`src/rtl/playback_rate_gen_if.sv`:
```
// Control/status bundle between the playback rate generator and its consumers.
// The slave modport is the generator; the master modport is the controller/consumer side.
interface playback_rate_gen_if #(
    parameter int unsigned RATIO_W = 3
);
    logic [1:0]         mode;
    logic [RATIO_W-1:0] ratio_m1;
    logic               pause;
    logic               is_record;
    logic               tick_o;
    logic [RATIO_W:0]   step_o;
    logic [RATIO_W-1:0] phase_o;
    logic [RATIO_W:0]   den_o;
    logic               interp_o;

    modport master (
        output mode, ratio_m1, pause, is_record,
        input  tick_o, step_o, phase_o, den_o, interp_o
    );

    modport slave (
        input  mode, ratio_m1, pause, is_record,
        output tick_o, step_o, phase_o, den_o, interp_o
    );
endinterface

```
`src/rtl/playback_rate_gen.sv`:
```
// Sample-rate tick generator: single-cycle strobes in the CLK50 domain carrying a
// sample-index step and, in slow modes, an interpolation phase over a period of R+1 ticks.
module playback_rate_gen #(
    parameter int unsigned BASE_DIV = 4,
    parameter int unsigned RATIO_W  = 3
) (
    input  logic                 CLK50,
    input  logic                 RST_N,
    playback_rate_gen_if.slave   bus
);
    localparam int unsigned DIV_W = (BASE_DIV > 1) ? $clog2(BASE_DIV) : 1;

    localparam logic [1:0] ModeNormal = 2'b00;
    localparam logic [1:0] ModeFast   = 2'b01;
    localparam logic [1:0] ModeInterp = 2'b11;

    logic [DIV_W-1:0]   r_div_cnt;
    logic [RATIO_W-1:0] r_phase_cnt;
    logic [1:0]         r_act_mode;
    logic [RATIO_W-1:0] r_act_r;
    logic               r_tick;
    logic [RATIO_W:0]   r_step;
    logic [RATIO_W-1:0] r_phase;
    logic [RATIO_W:0]   r_den;
    logic               r_interp;

    logic               w_base_tick;
    logic               w_fire;
    logic               w_period_start;
    logic [1:0]         w_eff_mode;
    logic [1:0]         w_cur_mode;
    logic [RATIO_W-1:0] w_cur_r;
    logic [RATIO_W:0]   w_cur_r_p1;

    assign w_base_tick    = (r_div_cnt == DIV_W'(BASE_DIV - 1));
    assign w_fire         = w_base_tick && !bus.pause;
    assign w_period_start = (r_phase_cnt == '0);
    assign w_eff_mode     = bus.is_record ? ModeNormal : bus.mode;
    // Config loaded at period start applies to that same tick.
    assign w_cur_mode     = w_period_start ? w_eff_mode : r_act_mode;
    assign w_cur_r        = w_period_start ? bus.ratio_m1 : r_act_r;
    assign w_cur_r_p1     = {1'b0, w_cur_r} + 1'b1;

    always_ff @(posedge CLK50 or negedge RST_N) begin
        if (!RST_N) begin
            r_div_cnt   <= '0;
            r_phase_cnt <= '0;
            r_act_mode  <= ModeNormal;
            r_act_r     <= '0;
            r_tick      <= 1'b0;
            r_step      <= '0;
            r_phase     <= '0;
            r_den       <= '0;
            r_interp    <= 1'b0;
        end else begin
            r_div_cnt <= w_base_tick ? '0 : r_div_cnt + 1'b1;
            r_tick    <= w_fire;
            if (w_fire) begin
                r_act_mode <= w_cur_mode;
                r_act_r    <= w_cur_r;
                r_den      <= w_cur_r_p1;
                r_interp   <= (w_cur_mode == ModeInterp);
                case (w_cur_mode)
                    ModeNormal: begin
                        r_step      <= RATIO_W'(1) + '0;
                        r_phase     <= '0;
                        r_phase_cnt <= '0;
                    end
                    ModeFast: begin
                        r_step      <= w_cur_r_p1;
                        r_phase     <= '0;
                        r_phase_cnt <= '0;
                    end
                    default: begin
                        r_phase <= r_phase_cnt;
                        if (r_phase_cnt == w_cur_r) begin
                            r_step      <= (RATIO_W + 1)'(1);
                            r_phase_cnt <= '0;
                        end else begin
                            r_step      <= '0;
                            r_phase_cnt <= r_phase_cnt + 1'b1;
                        end
                    end
                endcase
            end
        end
    end

    assign bus.tick_o   = r_tick;
    assign bus.step_o   = r_step;
    assign bus.phase_o  = r_phase;
    assign bus.den_o    = r_den;
    assign bus.interp_o = r_interp;
endmodule

```
`src/flat_wrapper.sv`:
```
// flat-port wrapper written by rule: the top's interface ports become plain ports
module playback_rate_gen_flat 
#(
    parameter int unsigned BASE_DIV = 4,
    parameter int unsigned RATIO_W  = 3
)
  (CLK50, RST_N, bus_mode, bus_ratio_m1, bus_pause, bus_is_record, bus_tick_o, bus_step_o, bus_phase_o, bus_den_o, bus_interp_o);
  playback_rate_gen_if #(.RATIO_W(RATIO_W)) bus_i ();
  input  logic CLK50;
  input  logic RST_N;
  input wire logic [$bits(bus_i.mode)-1:0] bus_mode;
  input wire logic [$bits(bus_i.ratio_m1)-1:0] bus_ratio_m1;
  input wire logic [$bits(bus_i.pause)-1:0] bus_pause;
  input wire logic [$bits(bus_i.is_record)-1:0] bus_is_record;
  output wire logic [$bits(bus_i.tick_o)-1:0] bus_tick_o;
  output wire logic [$bits(bus_i.step_o)-1:0] bus_step_o;
  output wire logic [$bits(bus_i.phase_o)-1:0] bus_phase_o;
  output wire logic [$bits(bus_i.den_o)-1:0] bus_den_o;
  output wire logic [$bits(bus_i.interp_o)-1:0] bus_interp_o;
  assign bus_i.mode = bus_mode;
  assign bus_i.ratio_m1 = bus_ratio_m1;
  assign bus_i.pause = bus_pause;
  assign bus_i.is_record = bus_is_record;
  assign bus_tick_o = bus_i.tick_o;
  assign bus_step_o = bus_i.step_o;
  assign bus_phase_o = bus_i.phase_o;
  assign bus_den_o = bus_i.den_o;
  assign bus_interp_o = bus_i.interp_o;
  playback_rate_gen #(.BASE_DIV(BASE_DIV), .RATIO_W(RATIO_W)) u_core (.CLK50(CLK50), .RST_N(RST_N), .bus(bus_i));
endmodule
```
`config.mk`:
```
export PLATFORM = sky130hd
export DESIGN_NAME = playback_rate_gen_flat
export DESIGN_NICKNAME = d
export VERILOG_FILES = /design/src/rtl/playback_rate_gen_if.sv /design/src/rtl/playback_rate_gen.sv /design/src/flat_wrapper.sv
export SDC_FILE = /design/constraint.sdc
export NUM_CORES = 1
export LEC_CHECK = 0
export CAP_MARGIN = 20
export CORE_MARGIN = 5
export CORE_UTILIZATION = 53
export DETAILED_ROUTE_END_ITERATION = 10
export GPL_ROUTABILITY_DRIVEN = 0
export PLACE_DENSITY = 0.86
export RECOVER_POWER = 25
export SYNTH_ARGS = -nofsm -noshare
export SYNTH_HDL_FRONTEND = slang
export SYNTH_SLANG_ARGS = --single-unit
```
`constraint.sdc`:
```
create_clock -name CLK50 -period 5.7 [get_ports CLK50]
set_clock_uncertainty 0.05 [all_clocks]
set_input_delay 0.855 -clock CLK50 [delete_from_list [all_inputs] [get_ports CLK50]]
set_output_delay 0.855 -clock CLK50 [all_outputs]
set_load 0.01 [all_outputs]
```
## After elaboration in Yosys (flattened, before gate mapping)

Cells that the tools add are included.

- $add $sub $neg: 3
- Reduce and logical (&&, ||, !) cells: 5
- Equal/unequal tests: 4
- Mux-type cells: 9

Operators with widths:

| kind | count |
|---|---|
| $mux W3 | 4 |
| $pmux W4 S2 | 1 |
| $mux W2 | 3 |
| $add A3 B1 Y4 const B | 1 |
| $eq A2 B2 Y1 const B | 2 |
| $add A3 B1 Y3 const B | 1 |
| $eq A3 B3 Y1 | 1 |
| $logic_not A3 Y1 | 1 |
| $add A2 B1 Y2 const B | 1 |
| $eq A2 B1 Y1 const B | 1 |
| $logic_not A2 Y1 | 1 |
| $reduce_or A2 Y1 | 1 |
| $logic_and A1 B1 Y1 | 1 |
| $logic_not A1 Y1 | 1 |
| $mux W1 | 1 |

- Logic and storage cells: 30
- Output and inout port bits: 13
- Register bits after elaboration: 23
- Bits of input ports: 9

## Depth between registers and ports, before layout

- Depth after elaboration: 5
- Mapped depth: 9
- Mapped depth without buffers: 8

## Worst setup path before layout

Ideal clock, no wire load.

- Path kind: input port to flip-flop
- Start: input bus_pause
- End: register u_core.r_phase_cnt[2]
- Stages on the path: 7
- Slack: 3,785 ps
- Path buffers: 2
- Data arrival time: 1,800 ps
- Required time: 5,585 ps
- Library setup time: 65 ps
- Cell sequence: nand2b_1 > clkbuf_1 > inv_1 > buf_2 > o21ai_0 > a211oi_1 > o21a_1

- Cells in the longest elaborated chain, start to end: 2

RTL lines:

| item | line | source |
|---|---|---|
| from (decl) | flat_wrapper.sv:13 | `input wire logic [$bits(bus_i.pause)-1:0] bus_pause;` |
| $logic_not A1 Y1 | playback_rate_gen.sv:36 | `assign w_fire = w_base_tick && !bus.pause;` |
| $logic_and A1 B1 Y1 | playback_rate_gen.sv:36 |  |
| net u_core.w_fire | playback_rate_gen.sv:28 | `logic w_fire;` |
| to (signal assigned) | playback_rate_gen.sv:81 | `r_phase_cnt <= r_phase_cnt + 1'b1;` |
| to (decl) | playback_rate_gen.sv:18 | `logic [RATIO_W-1:0] r_phase_cnt;` |

The timed path passes the listed nets, and every way through them passes these cells.
A chain may end at the register's enable or synchronous reset.

## Worst setup path in the final report

- Start: input bus_pause
- End: register u_core.r_phase_cnt[2]

- Cells in the longest elaborated chain, start to end: 2

RTL lines:

| item | line |
|---|---|
| $logic_not A1 Y1 | playback_rate_gen.sv:36 |
| $logic_and A1 B1 Y1 | playback_rate_gen.sv:36 |

Every way passes these cells.

==> results.md <==
- Required time worst endpoint: 5.90 ns
- Largest net degree at the start of global routing: 28
- Hold_buf cts: 0
- Synth warn: 0
- Hold Crit Class: reg -> reg
- Status: finished, final reports clean
- Cell taking the most area after synthesis: dfrtp_1
- FF-to-FF setup slack: approximately 3.7 ns
- # setup viols final: 0
- Final Core Density: between 60% and 70%
- P_leak: 0.611 nW
- Synth Area per Inst: 10.6 um^2
- CP Launch Type: primary input
- Final hold viol count: 0
- H-tree depth: 1
- Mapped cell area: 1110 um^2
- Nets: 140
- XOR/XNOR share of the synthesized area: roughly 3.0%
- WHS: 0.395 ns
- Synth Area in Compound Gates: roughly 13%
- CTS tree: done
- PwrDens: between 200 and 300 nW/um^2
- Simple logic cell fraction of the synthesized area: 15.5%
- First-pass GRT wire length: 3.34 mm
- IO Count: 22
- GRT Resource Usage Total: between 10% and 20%
- Clk root buf: clkbuf_4
- Max-Cap Viols: 0
- Setup tns final: 0 ns
- Ys flop type: dfrtp_1
- Dpl ws: 3.17 ns
- Netlist cell types: 35
- Maximum clock frequency: 448 MHz
- Post-route DRC: 0
- CP Max Fanout: 27
- Routed wire length: 2.00 mm
- Cell chain of the critical path: clkdlybuf4s50_1, nand2b_1, buf_4, inv_1, nand3_1, o21ai_0, a211oi_1, o21a_1
- Final WS setup: between 3 and 4 ns
- Initial antenna violation count: 0
- Post-CTS sizing: 0
- Synth async-reset ratio: 100%
- Antenna cells: 0
- Max_slew headroom: 54.9%
- Clock-pin slew on the worst setup and hold paths: between 0.1 and 0.15 ns
- Mux contribution to synthesized area: 6.19%
- Latest clock arrival within the worst-skew pair: between 0.3 and 0.4 ns
- TritonRoute pass-1 iters: 4
- Placement row count: 16
- Crit. End Element: flop
- Dominant combinational cell family by area after synthesis: simple AND/OR/NAND/NOR gates
- #FFs+latches synth: 23
- Synthesis-to-layout area growth: 21.6%
- Critical Path AT: 2.43 ns
- Syn Inst Count: 105
- Crit path kind: in -> reg
- Wire per inst: between 10 and 15 um
- Die W: 55.8 um
- Unrepaired setup endpoints after global routing: no
- Peak supply drop: 170 uV
- Initial Utilization: roughly 56%
- Fin area: 1350 um^2
- Worst Tran Pin Value: 0.677 ns
- Top cell family by delay on the critical path: buffers and inverters
- Vias in the first global route: 760
- Vias/cell: between 5 and 6
- Synth top area share: 51.7%
- Top area cells in the synthesized netlist: dfrtp_1, nand2_1, ha_1, o21ai_0, mux2_2
- Max Root-Sink Buffers: 2
- Tcrit/Tclk final: 39.2%
- Drt first-iter violations: 9
- Placed Area: between 1000 and 1500 um^2
- Final HPWL DP: 1.47 mm
- Syn_nets: 118
- Die area: 3110 um^2
- Crit-path slowest cell: clkdlybuf4s50_1
- Adder-cell share of the synthesized area: 4.50%
- Vias: 800
- Layout cells sized above 1: a little under an eighth
- Max incr delay on CP: 0.44 ns
- Overflow after GRT: 0
- Sink Count: 23
- Seq/Total Area, Yosys: 51.7%
- Postcts setup bufs: 0
- Post-DRT Antenna Nets: 0
- Fin. max-slew vios: 0
- Core area: just under 2000 um^2
- CP Buf/Inv Count: 3
- Final min period: between 2 and 2.5 ns
- PortBufs: 21
- Die height: 55.8 um
- Post-synth EDFFs: 0
- CTS Buf Count: 3
==> report_power, final <==
group	switching (mW)	internal, mW	leakage, nW
sequential	0.0141	0.184	0.297
combinational	0.0582	0.0623	0.297
clock	0.0462	0.0262	0.0177
==> routing by layer <==
layer,vias to the layer above,routed length (um),global-route usage [%]
met4,0,34,7.12
met3,4,140,4.18
met5,-,0,0
met1,368,918,16.3
met2,28,910,21.8
li1,400,-,-
==> path summary, 6_finish.rpt <==
kind	cells past startpoint	to	start
max	8	u_core.r_phase_cnt[2]$_DFFE_PN0P_	bus_pause
min	1	u_core.r_div_cnt[0]$_DFF_PN0_	u_core.r_div_cnt[0]$_DFF_PN0_
max reg2reg	7	u_core.r_phase_cnt[1]$_DFFE_PN0P_	u_core.r_phase_cnt[0]$_DFFE_PN0P_
min reg2reg	1	u_core.r_div_cnt[0]$_DFF_PN0_	u_core.r_div_cnt[0]$_DFF_PN0_
max in group asynchronous	2	u_core.bus.step_o[0]$_DFFE_PN0P_	RST_N
min in group asynchronous	1	u_core.bus.den_o[1]$_DFFE_PN0P_	RST_N
==> layout make-up <==
cell class                      instances  area, um^2
Multi-Input combinational cell         71         475
Fill cell                             160         629
Sequential cell                        23         576
Tap cell                               27        33.8
Inverter                                5        18.8
Clock inverter                          1        5.00
Clock buffer                            3        22.5
Timing Repair Buffer                   23         221
==> worst reg2reg max path, stage by stage, from the launching register on <==
cell and delay, ns:
dfrtp_1 0.39, inv_1 0.18, ha_1 0.32, nand2b_4 0.14, mux2i_2 0.27, xnor2_1 0.17
nand3_2 0.14, a32o_2 0.28
==> layout by cell type, fill, tap and decap left out <==
| master | count |
|---|---|
| nand2b_1 | 2 |
| o22ai_1 | 1 |
| clkbuf_4 | 3 |
| o21ai_0 | 7 |
| nand2b_4 | 1 |
| buf_4 | 1 |
| o31ai_1 | 3 |
| a31o_1 | 1 |
| a21oi_1 | 3 |
| nor2_1 | 6 |
| nand3b_1 | 1 |
| a211oi_1 | 1 |
| inv_2 | 1 |
| clkinv_2 | 1 |
| o21ai_1 | 4 |
| mux2i_2 | 1 |
| nand3_1 | 3 |
| mux2i_1 | 1 |
| ha_1 | 4 |
| nand3_2 | 1 |
| nand2_1 | 19 |
| dfrtp_1 | 23 |
| dlygate4sd3_1 | 1 |
| nor4bb_1 | 2 |
| a21oi_2 | 1 |
| xnor2_1 | 1 |
| a32o_2 | 1 |
| inv_1 | 4 |
| clkbuf_1 | 1 |
| mux2i_4 | 1 |
| xnor2_2 | 1 |
| a21o_1 | 1 |
| o21a_1 | 1 |
| mux2_2 | 2 |
| clkdlybuf4s50_1 | 20 |
| xor2_1 | 1 |
==> state kept, by name, summed over array words and instances (netlist names) <==
register / count
u_core.bus.den_o: 4
u_core.bus.step_o: 4
u_core.bus.phase_o: 3
u_core.r_act_r: 3
u_core.r_phase_cnt: 3
u_core.r_act_mode: 2
u_core.r_div_cnt: 2
u_core.bus.interp_o: 1
u_core.bus.tick_o: 1
==> stage by stage <==
stage / power [mW] / cells
2_1_floorplan: 0.280 / 105
6_report: 0.391 / 153
5_1_grt: 0.419 / 153
4_1_cts: 0.396 / 152
3_3_place_gp: 0.319 / 148
3_5_place_dp: 0.323 / 148
==> kinds of logic (layout without fill, tap and decap cells) <==
group	after synthesis	in the layout
buffers and inverters	11	32
adder cells (fa/ha/maj)	4	4
flip-flops	23	23
multiplexers	5	5
AND/OR/NAND/NOR	35	35
AO/OA/AOI/OAI	24	24
XOR/XNOR	3	3
==> cells in the mapped netlist, drive strengths merged (3+ instances only) <==
master  count
o31ai       3
ha          4
nand3       4
nor2        6
buf         4
o21ai      11
dfrtp      23
a21oi       4
inv         5
nand2      19
nand2b      3
mux2i       3
No activity file was read; power rests on OpenSTA's default activity.
